File: src/rtl/puzzle_pkg.sv
// Shared types and widths for the 10-cell puzzle front end and checker.
package puzzle_pkg;

  localparam int SOL_W = 10;
  localparam int TC_W  = 2;

  typedef enum logic [1:0] {
    EDIT  = 2'd0,
    CHECK = 2'd1,
    DONE  = 2'd2
  } state_e;

endpackage

File: src/rtl/btn_edge.sv
// Two-flop synchronizer followed by a rising-edge detector; one pulse per press.
module btn_edge #(
  parameter int WIDTH = 1
) (
  input  logic             clk,
  input  logic             reset_n,
  input  logic [WIDTH-1:0] raw,
  output logic [WIDTH-1:0] pulse
);

  logic [WIDTH-1:0] sync1_q, sync1_d;
  logic [WIDTH-1:0] sync2_q, sync2_d;
  logic [WIDTH-1:0] prev_q, prev_d;

  always_comb begin
    sync1_d = raw;
    sync2_d = sync1_q;
    prev_d  = sync2_q;
  end

  // NOTE: sequential state uses non-blocking assignments so every flop samples
  // the pre-edge value of its neighbour; blocking here would collapse the chain.
  always_ff @(posedge clk or negedge reset_n) begin
    if (!reset_n) begin
      sync1_q <= '0;
      sync2_q <= '0;
      prev_q  <= '0;
    end else begin
      sync1_q <= sync1_d;
      sync2_q <= sync2_d;
      prev_q  <= prev_d;
    end
  end

  assign pulse = sync2_q & ~prev_q;

endmodule

File: src/rtl/sol_entry.sv
// Player-input front end: button pulses -> registered candidate solution, move
// count, latched testcase and checker enable. Optional move budget: MOVE_LIMIT_EN.
module sol_entry
  import puzzle_pkg::*;
#(
  parameter int W         = SOL_W,
  parameter int CNT_W     = 4,
  parameter int MAX_MOVES = 10
) (
  input  logic            clk,
  input  logic            reset_n,
  input  logic [W-1:0]    btn,
  input  logic            btn_submit,
  input  logic            btn_clear,
  input  logic [TC_W-1:0] testcase_sel,
  input  logic            is_correct,
  input  logic            is_finish,
  output logic [W-1:0]    my_sol,
  output logic [TC_W-1:0] testcase,
  output logic            en,
  output logic [CNT_W-1:0] move_cnt,
  output logic            result_valid,
  output logic            result_ok,
  output logic            limit_hit
);

`ifdef MOVE_LIMIT_EN
  localparam bit LIMIT_EN = 1'b1;
`else
  localparam bit LIMIT_EN = 1'b0;
`endif

  localparam int          NB      = W + 2;
  localparam logic [31:0] CNT_MAX = 32'((2 ** CNT_W) - 1);
  localparam logic [31:0] BUDGET  = 32'(MAX_MOVES);

  logic [NB-1:0] raw_all;
  logic [NB-1:0] pulse_all;
  logic [W-1:0]  tgl_p;
  logic          submit_p;
  logic          clear_p;

  assign raw_all = {btn_clear, btn_submit, btn};

  for (genvar g = 0; g < NB; g++) begin : g_edge
    btn_edge #(.WIDTH(1)) u_edge (
      .clk     (clk),
      .reset_n (reset_n),
      .raw     (raw_all[g]),
      .pulse   (pulse_all[g])
    );
  end

  assign tgl_p    = pulse_all[W-1:0];
  assign submit_p = pulse_all[W];
  assign clear_p  = pulse_all[W+1];

  state_e          state_q, state_d;
  logic [W-1:0]    my_sol_q, my_sol_d;
  logic [TC_W-1:0] testcase_q, testcase_d;
  logic            en_q, en_d;
  logic [CNT_W-1:0] move_cnt_q, move_cnt_d;
  logic            result_valid_q, result_valid_d;
  logic            result_ok_q, result_ok_d;
  logic            limit_hit_q, limit_hit_d;

  logic [31:0] cnt_sum;
  logic        tgl_ok;

  assign cnt_sum = 32'(move_cnt_q) + 32'($countones(tgl_p));
  // A multi-pulse cycle that would overrun the budget is dropped as a whole.
  assign tgl_ok  = !LIMIT_EN || (cnt_sum <= BUDGET);

  // NOTE: every _d gets its hold value first, so no path through the case
  // leaves a signal unassigned and no latch is inferred.
  always_comb begin
    state_d        = state_q;
    my_sol_d       = my_sol_q;
    testcase_d     = testcase_q;
    move_cnt_d     = move_cnt_q;
    result_valid_d = result_valid_q;
    result_ok_d    = result_ok_q;

    unique case (state_q)
      EDIT: begin
        if (clear_p) begin
          my_sol_d   = '0;
          move_cnt_d = '0;
          testcase_d = testcase_sel;
        end else if (submit_p) begin
          state_d = CHECK;
        end else if (tgl_ok) begin
          my_sol_d   = my_sol_q ^ tgl_p;
          move_cnt_d = (cnt_sum > CNT_MAX) ? CNT_W'(CNT_MAX) : CNT_W'(cnt_sum);
        end
      end
      CHECK: begin
        // An unfinished checker never counts as a correct verdict.
        result_ok_d    = is_correct && is_finish;
        result_valid_d = 1'b1;
        state_d        = DONE;
      end
      DONE: begin
        if (clear_p) begin
          my_sol_d       = '0;
          move_cnt_d     = '0;
          testcase_d     = testcase_sel;
          result_valid_d = 1'b0;
          result_ok_d    = 1'b0;
          state_d        = EDIT;
        end
      end
      default: state_d = EDIT;
    endcase

    en_d        = (state_d != EDIT);
    limit_hit_d = LIMIT_EN && (32'(move_cnt_d) >= BUDGET);
  end

  always_ff @(posedge clk or negedge reset_n) begin
    if (!reset_n) begin
      state_q        <= EDIT;
      my_sol_q       <= '0;
      testcase_q     <= '0;
      en_q           <= 1'b0;
      move_cnt_q     <= '0;
      result_valid_q <= 1'b0;
      result_ok_q    <= 1'b0;
      limit_hit_q    <= 1'b0;
    end else begin
      state_q        <= state_d;
      my_sol_q       <= my_sol_d;
      testcase_q     <= testcase_d;
      en_q           <= en_d;
      move_cnt_q     <= move_cnt_d;
      result_valid_q <= result_valid_d;
      result_ok_q    <= result_ok_d;
      limit_hit_q    <= limit_hit_d;
    end
  end

  assign my_sol       = my_sol_q;
  assign testcase     = testcase_q;
  assign en           = en_q;
  assign move_cnt     = move_cnt_q;
  assign result_valid = result_valid_q;
  assign result_ok    = result_ok_q;
  assign limit_hit    = limit_hit_q;

endmodule

File: config.mk
export PLATFORM = sky130hd
export DESIGN_NAME = sol_entry
export DESIGN_NICKNAME = d
export VERILOG_FILES = /design/src/rtl/puzzle_pkg.sv /design/src/rtl/btn_edge.sv /design/src/rtl/sol_entry.sv
export SDC_FILE = /design/constraint.sdc
export NUM_CORES = 1
export LEC_CHECK = 0
export CORE_ASPECT_RATIO = 0.8
export CORE_UTILIZATION = 52
export CTS_BUF_LIST = sky130_fd_sc_hd__clkbuf_4 sky130_fd_sc_hd__clkbuf_8 sky130_fd_sc_hd__clkbuf_16
export CTS_CLUSTER_SIZE = 24
export DETAILED_ROUTE_END_ITERATION = 10
export PLACE_DENSITY = 0.85
export SLEW_MARGIN = 20
export SYNTH_ARGS = -nofsm -noshare
export SYNTH_HDL_FRONTEND = slang
export SYNTH_SLANG_ARGS = --single-unit
File: constraint.sdc
create_clock -name clk -period 5.1 [get_ports clk]
set_clock_uncertainty 0.2 [all_clocks]
set_input_delay 1.02 -clock clk [delete_from_list [all_inputs] [get_ports clk]]
set_output_delay 1.02 -clock clk [all_outputs]
set_load 0.01 [all_outputs]
=== Yosys cells after proc, flatten, opt, wreduce, memory -nomap -nowiden ===
Cells that the tools add are included.

* Add/subtract/negate cells: 10
* Multiply operators: 0
* Divide/modulo/power cells: 0
* Magnitude comparators: 1
* Equal/unequal tests: 4
* Shift operators: 0
* Muxes and demuxes: 16
* Bitwise gates (word level): 25
* Reduce and logical (&&, ||, !) cells: 9

{| class="wikitable"
|+ Operators by type and width
! cell !! count
|-
| two-way mux 10 bit || 3
|-
| case mux 10 bit (2 select lines) || 1
|-
| two-way mux 4 bit || 4
|-
| AND 1 bit || 12
|-
| inverter 1 bit || 12
|-
| adder 1 x 1 -> 2 bit || 5
|-
| XOR 10 bit || 1
|-
| case mux 4 bit (2 select lines) || 1
|-
| adder 2 x 2 -> 3 bit || 2
|-
| adder 4 x 5 -> 6 bit || 1
|-
| > comparator 6 x 4 -> 1 bit (second input constant) || 1
|-
| two-way mux 2 bit || 3
|-
| case mux 2 bit (3 select lines) || 1
|-
| nonzero test 2 bit || 3
|-
| adder 4 x 2 -> 5 bit || 1
|-
| adder 3 x 3 -> 4 bit || 1
|-
| case mux 1 bit (2 select lines) || 2
|-
| AND reduction 2 bit || 2
|-
| inequality test 3 bit (second input constant) || 1
|-
| AND reduction 3 bit || 1
|-
| == test 2 x 1 -> 1 bit (second input constant) || 1
|-
| == test 2 bit (second input constant) || 1
|-
| logical NOT 2 bit || 1
|-
| inequality test 2 bit (second input constant) || 1
|-
| other kinds (3) || 3
|}

* Register bits after elaboration: 57
* Latch bits: 0
* Bits in writable memories: 0
* Bits in read-only memories: 0
* Input port bits: 18
* Output and inout bits: 20
* Word-level logic and storage cells: 108
* Memories kept: 0

=== Longest topological paths before layout ===
Gate-level depths: netlist of the first run.

* Depth in word-level cells: 12
* Mapped depth: 13
* Depth with buffers taken out: 13

=== Cells and area by module ===
From an unflattened synthesis of the first run, not the netlist that was laid out.

* Cells, all modules: 172
* Area total of the unflattened synthesis: 2278.4 um^2

{| class="wikitable"
|+ Modules (own cells, without submodules)
! module !! instances !! cells each !! area each (um^2) !! seq. area each (um^2)
|-
| sol_entry || 1 || 124 || 1212.4 || 525.5
|-
| btn_edge || 12 || 4 || 88.8 || 75.1
|}

=== Worst setup path before layout of the first run ===
OpenSTA, ideal clock, no wires.

* Path kind: reg-to-reg
* Start: reg g_edge[0].u_edge.sync2_q
* End: reg move_cnt_q[0], in the netlist move_cnt[0]
* Library setup time: 0.122 ns
* Data arrival time: 3.321 ns
* Required time: 4.778 ns
* Path slack: 1.457 ns
* Stages on the path, launching flop included: 14
* Path buffers: 0
* Period minus slack after synthesis: 3.643 ns
* Path through: dfrtp_1 > nor2b_1 > fa_1 > inv_1 > fa_1 > inv_1 > fa_1 > fa_1 > inv_1 > fa_1 > nor2b_1 > o21ai_0 > nor3b_1 > o2bb2ai_1

* Cells in the longest elaborated chain, start to end: 11

{| class="wikitable"
|+ Ends and longest elaborated chain
! what !! line !! source
|-
| start, declared || btn_edge.sv:12 || <nowiki>logic [WIDTH-1:0] sync2_q, sync2_d;</nowiki>
|-
| start signal, assigned || btn_edge.sv:30 || <nowiki>sync2_q <= sync2_d;</nowiki>
|-
| AND 1 bit * || btn_edge.sv:35 || <nowiki>assign pulse = sync2_q & ~prev_q;</nowiki>
|-
| adder 1 x 1 -> 2 bit (not written as such) * || sol_entry.sv:70 || <nowiki>assign cnt_sum = 32'(move_cnt_q) + 32'($countones(tgl_p));</nowiki>
|-
| adder 2 x 2 -> 3 bit (not written as such) * || sol_entry.sv:70 ||
|-
| adder 3 x 3 -> 4 bit (not written as such) * || sol_entry.sv:70 ||
|-
| adder 4 x 2 -> 5 bit (not written as such) * || sol_entry.sv:70 ||
|-
| adder 4 x 5 -> 6 bit * || sol_entry.sv:70 ||
|-
| > comparator 6 x 4 -> 1 bit || sol_entry.sv:94 || <nowiki>move_cnt_d = (cnt_sum > CNT_MAX) ? CNT_W'(CNT_MAX) : CNT_W'(cnt_sum);</nowiki>
|-
| two-way mux 4 bit * || sol_entry.sv:94 ||
|-
| two-way mux 4 bit * || sol_entry.sv:90 || <nowiki>end else if (submit_p) begin</nowiki>
|-
| two-way mux 4 bit * || sol_entry.sv:86 || <nowiki>if (clear_p) begin</nowiki>
|-
| case mux 4 bit (2 select lines) * || sol_entry.sv:84 || <nowiki>unique case (state_q)</nowiki>
|-
| end signal, assigned || sol_entry.sv:135 || <nowiki>move_cnt_q <= move_cnt_d;</nowiki>
|-
| end, declared || sol_entry.sv:62 || <nowiki>logic [CNT_W-1:0] move_cnt_q, move_cnt_d;</nowiki>
|}

Every way passes the cells marked *; elsewhere a longest branch is shown, timed or not. The select of a mux whose other input is x is not followed.
A chain may end at the register's enable or synchronous reset.

=== Final worst setup path of the first run ===
Ends and elaborated chain as after synthesis.

==> results.md, run 1 <==
* Status: complete, no violations
* CP Launch Type: flip-flop
* Cts-stage hold buffer count at 0
* Gpl congestion at about 0.9
* FF-to-FF End: move_cnt[0]
* CP startpoint: g_edge[0].u_edge.prev_d
* Slew Viols, Final at 0
* Fraction of the yosys area taken by sequential cells at 59.9%
* Die Y at approximately 63 µm
* Number of buffers added on ports at 36
* # nets final at roughly 250
* Worst-path fanout max at 3
* Row count at 21
* Max-slew headroom at 49.1%
* Async SR Flop Fraction at between 90% and 100%
* TritonCTS clock tree: built
* Number of antenna diodes at 0
* Final number of hold-violating endpoints at 0
* Post-synth EDFFs at 0
* Fin crit share at slightly below 80%
* Setup WS pre-CTS at approximately 1.2 ns
* GR Overflow Total at 0
* Via density at 5.29
* Yosys cell types at 36
* Part of the power in combinational logic at 29.2%
* Final worst slack at 1.18 ns
* Synth area leader: dfrtp_1
* DRT antenna net count at 0
* Initial antenna violation count at 0
* Synthesized net count at just over 200
* Largest net degree at the start of global routing at slightly below 60
* Clock transition at path regs at approximately 0.060 ns
* Max frequency at 255 MHz
* CP Buf/Inv Count at 3
* Post-CTS repair timing setup buffer count at 0
* Most frequent cell after synthesis: dfrtp_1
* FF-to-FF Start: g_edge[0].u_edge.prev_d
* Setup Crit Path Kind: flip-flop to flip-flop
* Critical Path End Type: flip-flop
* Setup_tns at 0 ns
* Max clock buf depth at 2
* Core area at around 0.0043 mm²
* Clock root cell: clkbuf_8
* Post-CTS Resized at 0
* Top cells by area, synth: dfrtp_1 60%, fa_1 5.9%, nor2b_1 3.4%
* Initial Utilization at between 50% and 60%
* Fin crit period at between 3 and 4 ns
* CTS Buf Count at 9
* Initial DRT Pass Iterations at 4
* CP top delay family: adder cells
* Worst-Skew Late Latency at about 0.34 ns
* Setup violators final at 0
* Worst Tran Pin Value at between 0.7 and 0.8 ns
* Synth top area share at approximately 60%
* Post-Syn Area per Cell at approximately 13 µm²
* Min-delay worst type: flip-flop to flip-flop
* P_int at roughly 1100 µW
* Power Density at ~510 mW/mm²
* First-pass GRT wire length at between 7000 and 8000 µm
* Total number of vias at 1476
* Drt initial violations at 45
* Switching Fraction at around 29%
* Post-route DRC at 0
* Crit path to: move_cnt[0]
* Critical path depth at 13
* Seq pwr share at ~38%
* Post-synthesis register bit count at 57
* DIE AREA at between 0.004 and 0.005 mm²
* Io pins at 38
* LEAKAGE at between 0.001 and 0.0015 µW
* Net Switching at roughly 450 µW
* RSZ-0062 raised after global routing: false
* Cell count after synthesis at between 150 and 200
* CP max stage delay at ~0.54 ns
* Clock power share at 32.8%
* DRT Wirelength at between 4000 and 5000 µm
* CP dominant cell by count: fa_1
* Crit-path cells: nor2b_1, fa_1, inv_1, fa_1, inv_1, fa_1, fa_1, inv_1, fa_1, nor2b_1, o21ai_0, nor3b_1, o2bb2ai_1
* Die width at between 70 and 80 µm
* Clock tree sinks at 57
* HPWL after DPL at between 2000 and 3000 µm
* Reg-to-reg slack, setup at 1.18 ns
* Critical Path Slowest Stage Cell: fa_1
* R2R depth at 13
* Commonest cells post-synth: 57 x dfrtp_1, 18 x inv_1, 13 x nor2b_1
* Data required, critical path at just over 5 ns
* Max_cap viols at 0
* Critical path data arrival time at between 3 and 4 ns
* Vias in the first global route at 1520
* Share of cells above drive strength 1 at between 10% and 20%
* Area delta synth->final at 25.7%
* Main synth FF type: dfrtp_1
* Peak supply drop at ~0.00029 V
* Yosys warns at 0
* CTS H-tree lvls at 3
* Total GRT Usage at approximately a fifth
* Routed wire per std cell at around 15 µm
* Area of the mapped netlist at approximately 0.0024 mm²
[logic make-up after synthesis]
kind of cell               Yosys count  share of synthesized area (%)
AOI/OAI and AO/OA                   34                           13.6
xor gates and xnor gates             1                          0.368
adders and majority gates           12                           8.52
buffers and inverters               25                           5.52
DFF                                 57                           59.9
other                                1                          0.158
and+or+nand+nor                     47                           11.9
[registers in the layout, summed over array words and instances, names as in the netlist]
signal,count
en,1
g_edge.u_edge.prev_d,12
g_edge.u_edge.prev_q,12
g_edge.u_edge.sync1_q,12
move_cnt,4
my_sol,10
result_ok,1
result_valid,1
state_q,2
testcase,2
[power groups by stage]
stage	registers (µW)	logic (µW)	clock network [µW]
after CTS	585	453	518
after global routing	595	505	540
after detailed placement	592	451	0
after floorplan	600	262	0
final	584	449	505
after global placement	590	433	0
[placed cells by master (no fill, tap or decap), types with 2 or more instances in the layout]
cell type	Yosys	routed
nor2b_1	13	13
bufinv_16	0	3
nand2b_1	2	2
a21oi_1	3	3
nor3_1	11	11
and3b_1	2	2
inv_1	18	18
fa_1	7	7
nand2_1	7	7
o31ai_2	5	5
clkbuf_8	1	10
clkdlybuf4s50_1	0	35
dfrtp_1	57	57
o31ai_1	6	6
a21o_1	2	2
ha_1	5	5
o41ai_2	5	5
o41ai_1	4	4
o2bb2ai_1	4	4
nor2_1	4	4
[area by class of cell]
type | instances | area, µm²
flip-flops and latches | 57 | 1430
fillers | 320 | 1290
multi-input cells | 95 | 822
repair buffers | 37 | 363
clock buffers | 10 | 138
clock inverters | 5 | 104
well taps | 57 | 71.3
inverters | 18 | 67.6
[layer usage]
layer	routed length (µm)	track usage, %	vias to the layer above	part of all wire [%]
met2	1970	30.3	53	47
met1	1820	27.1	731	44
met5	0	0	-	0
met4	61	10.6	0	1.5
li1	-	-	686	-
met3	304	8.47	6	7.3
[metrics by stage]
step	cells	total power (µW)	cell area [µm²]	hold slack (ns)	util, %
finish	279	1540	2990	0.148	69.9
global route	279	1640	2990	0.151	69.9
CTS	279	1560	2990	0.151	69.9
detailed placement	264	1040	2750	0.135	64.2
global placement	264	1020	2750	0.132	64.2
floorplan	177	862	2380	0.131	-
[how the worst min path moves through the flow]
stage	start	end	slack, ns	depth (start not counted)
2_1_floorplan	g_edge[0].u_edge.sync1_q	g_edge[0].u_edge.prev_d	0.13	0
3_3_place_gp	g_edge[11].u_edge.sync1_q	g_edge[11].u_edge.prev_d	0.13	0
3_5_place_dp	g_edge[6].u_edge.sync1_q	g_edge[6].u_edge.prev_d	0.13	0
4_1_cts	g_edge[3].u_edge.sync1_q	g_edge[3].u_edge.prev_d	0.15	0
5_1_grt	g_edge[6].u_edge.sync1_q	g_edge[6].u_edge.prev_d	0.15	0
6_report	g_edge[11].u_edge.sync1_q	g_edge[11].u_edge.prev_d	0.15	0
(Power assumes the default switching activity.)
==> inputs of run 2 (changes only) <==
--- a/config.mk
+++ b/config.mk
@@ -6,11 +6,11 @@
 export NUM_CORES = 1
 export LEC_CHECK = 0
 export CORE_ASPECT_RATIO = 0.8
-export CORE_UTILIZATION = 52
+export CORE_UTILIZATION = 47
 export CTS_BUF_LIST = sky130_fd_sc_hd__clkbuf_4 sky130_fd_sc_hd__clkbuf_8 sky130_fd_sc_hd__clkbuf_16
 export CTS_CLUSTER_SIZE = 24
 export DETAILED_ROUTE_END_ITERATION = 10
-export PLACE_DENSITY = 0.85
+export PLACE_DENSITY = 0.81
 export SLEW_MARGIN = 20
 export SYNTH_ARGS = -nofsm -noshare
 export SYNTH_HDL_FRONTEND = slang
==> constraint.sdc (replaced) <==
create_clock -name clk -period 3.25 [get_ports clk]
set_clock_uncertainty 0.2 [all_clocks]
set_input_delay 0.65 -clock clk [delete_from_list [all_inputs] [get_ports clk]]
set_output_delay 0.65 -clock clk [all_outputs]
set_load 0.01 [all_outputs]
==> run 2 against run 1 <==
The run now ends with negative setup slack left. Global-route usage is 1.2 points lower. Final area is 3.9% higher. Die area is 10% higher. Count of clock-buffer cells in the layout is 1 lower. Flip-flop and latch count stayed put. Core utilization is 4.2 points lower. Routed wire length is 4.1% higher. Combinational power is 74% higher. Maximum frequency is 11% higher. Largest power group unchanged. Highest routed layer unchanged.
==> results.md, run 2 (synthesized netlist as in run 1, its figures left out) <==
* Area of the multi-input gates at a little under 900 µm²
* Dpl cells at between 200 and 300
* Crit-path cells: nor2b_4, fa_1, inv_2, fa_1, inv_1, fa_1, fa_2, inv_2, fa_2, nor2b_2, o21ai_2, nor3b_2, o2bb2ai_1
* CP max stage delay at around 0.52 ns
* Slew Viols, Final at 0
* Fin crit share at 109%
* Routed wire per std cell at 14.8 µm
* Final core occ at 65.7%
* CP Launch Type: flip-flop
* Non-filler cells, final at ~300
* CP dominant cell by count: fa_1
* First-pass GRT wire length at roughly 7400 µm
* Final Power at 2440 µW
* Met3 GRT Util at just under 8%
* Vias in the first global route at around 1600
* Met2 Usage GRT at around 28%
* Data required, critical path at approximately 3.3 ns
* Setup WS pre-CTS at -0.307 ns
* Core area at around 0.0047 mm²
* Peak supply drop at around 0.00045 V
* Number of antenna diodes at 0
* Clock tree sinks at between 50 and 60
* Setup_tns at -1.10 ns
* Drt initial violations at 88
* Commonest non-fill, non-tap cell in the layout: dfrtp_1
* Power Density at 784 mW/mm²
* Share of cells above drive strength 1 at 23.6%
* Critical Path End Type: flip-flop
* FF/Latch Area at 0.00143 mm²
* Initial DRT Pass Iterations at 4
* Initial Utilization at 50.3%
* Row count at 22
* Io pins at 38
* Max clock buf depth at 2
* RSZ-0062 raised after global routing: true
* CTS H-tree lvls at 3
* Min-delay worst type: flip-flop to flip-flop
* Number of buffers added on ports at 36
* Clock root cell: clkbuf_8
* Initial antenna violation count at 0
* CTS Buf Count at 9
* GR Overflow Total at 0
* Max_cap viols at 0
* Setup violators final at 4
* Violated checks: negative setup slack
* Die Y at approximately 66 µm
* Total GRT Usage at around a fifth
* Area delta synth->final at 30.7%
* TritonCTS clock tree: built
* Fin crit period at between 3 and 4 ns
* Final number of hold-violating endpoints at 0
* Fillers at around 330
* Status: finished with violations
* Max-slew headroom at a little under half
* Max frequency at 283 MHz
* # nets final at roughly 260
* Via density at a little over 5
* CP Buf/Inv Count at 3
* Final worst slack at -0.288 ns
* Commonest non-fill, non-tap cells in the layout: 57 x dfrtp_1, 35 x clkdlybuf4s50_1, 16 x inv_1
* DRT antenna net count at 0
* Die width at between 80 and 90 µm
* Global route hottest layer: met2
* Critical Path Slowest Stage Cell: fa_1
* DRT Wirelength at approximately 4300 µm
* CP top delay family: adder cells
* Worst-path fanout max at 3
* Clock transition at path regs at 0.07 ns
* HPWL after DPL at between 2000 and 3000 µm
* Gpl congestion at 0.796
* Worst-Skew Late Latency at ~0.34 ns
* LEAKAGE at ~0.0014 µW
* Critical path data arrival time at 3.56 ns
* Total number of vias at roughly 1500
* DIE AREA at approximately 0.0054 mm²
* Setup Crit Path Kind: flip-flop to flip-flop
* M1 GR Usage at about a quarter
* Post-route DRC at 0
* Worst Tran Pin Value at slightly below 0.8 ns
* Largest net degree at the start of global routing at 31
[run 2: per-layer routing]
metal	part of all wire, %	wire length, µm	vias up
li1	-	-	711
met1	47	2050	743
met2	45	1970	42
met3	5.4	233	8
met4	1.8	77	0
met5	0	0	-
[run 2: worst reg2reg max path: stages, from the launching register on]
cell	delay, ns
dfrtp_1	0.38
nor2b_4	0.14
fa_1	0.51
inv_2	0.04
fa_1	0.52
inv_1	0.05
fa_1	0.46
fa_2	0.36
inv_2	0.07
fa_2	0.23
nor2b_2	0.05
o21ai_2	0.13
nor3b_2	0.19
o2bb2ai_1	0.08
[run 2: where the power goes]
group          internal [µW]  switching [µW]
Combinational            413             369
Clock                    439             299
Sequential               817             100
[run 2: final timing paths]
path	startpoint	endpoint	slack, ns	depth (start not counted)
max	g_edge[0].u_edge.prev_d	move_cnt[0]	-0.29	13
min	g_edge[4].u_edge.sync1_q	g_edge[4].u_edge.prev_d	0.15	0
max reg2reg	g_edge[0].u_edge.prev_d	move_cnt[0]	-0.29	13
min reg2reg	g_edge[4].u_edge.sync1_q	g_edge[4].u_edge.prev_d	0.15	0
max in group asynchronous	reset_n	move_cnt[3]	1.81	3
min in group asynchronous	reset_n	my_sol[1]	0.45	2
[run 2: through the flow]
step	cell area [µm²]	hold WS [ns]
2_1_floorplan	2400	0.131
3_3_place_gp	2810	0.132
3_5_place_dp	2810	0.135
4_1_cts	3080	0.149
5_1_grt	3110	0.162
6_report	3110	0.147
[run 2: timing repair]
| item | in CTS | in global routing |
|---|---|---|
| endpoints found under the setup margin | 4 | 4 |
| setup buffers | 3 | 1 |
| gates resized for setup | 3 | 6 |
| pin swaps | 4 | 4 |
| endpoints found under the hold margin | 5 | 0 |
| hold buffers | 1 | 0 |
[run 2: layout make-up]
class | count | share of cell area (%)
Sequential cell | 57 | 45.9
Tap cell | 60 | 2.41
Timing Repair Buffer | 47 | 14.2
Clock inverter | 7 | 3.30
Multi-Input combinational cell | 95 | 28.1
Clock buffer | 9 | 3.98
Inverter | 18 | 2.17
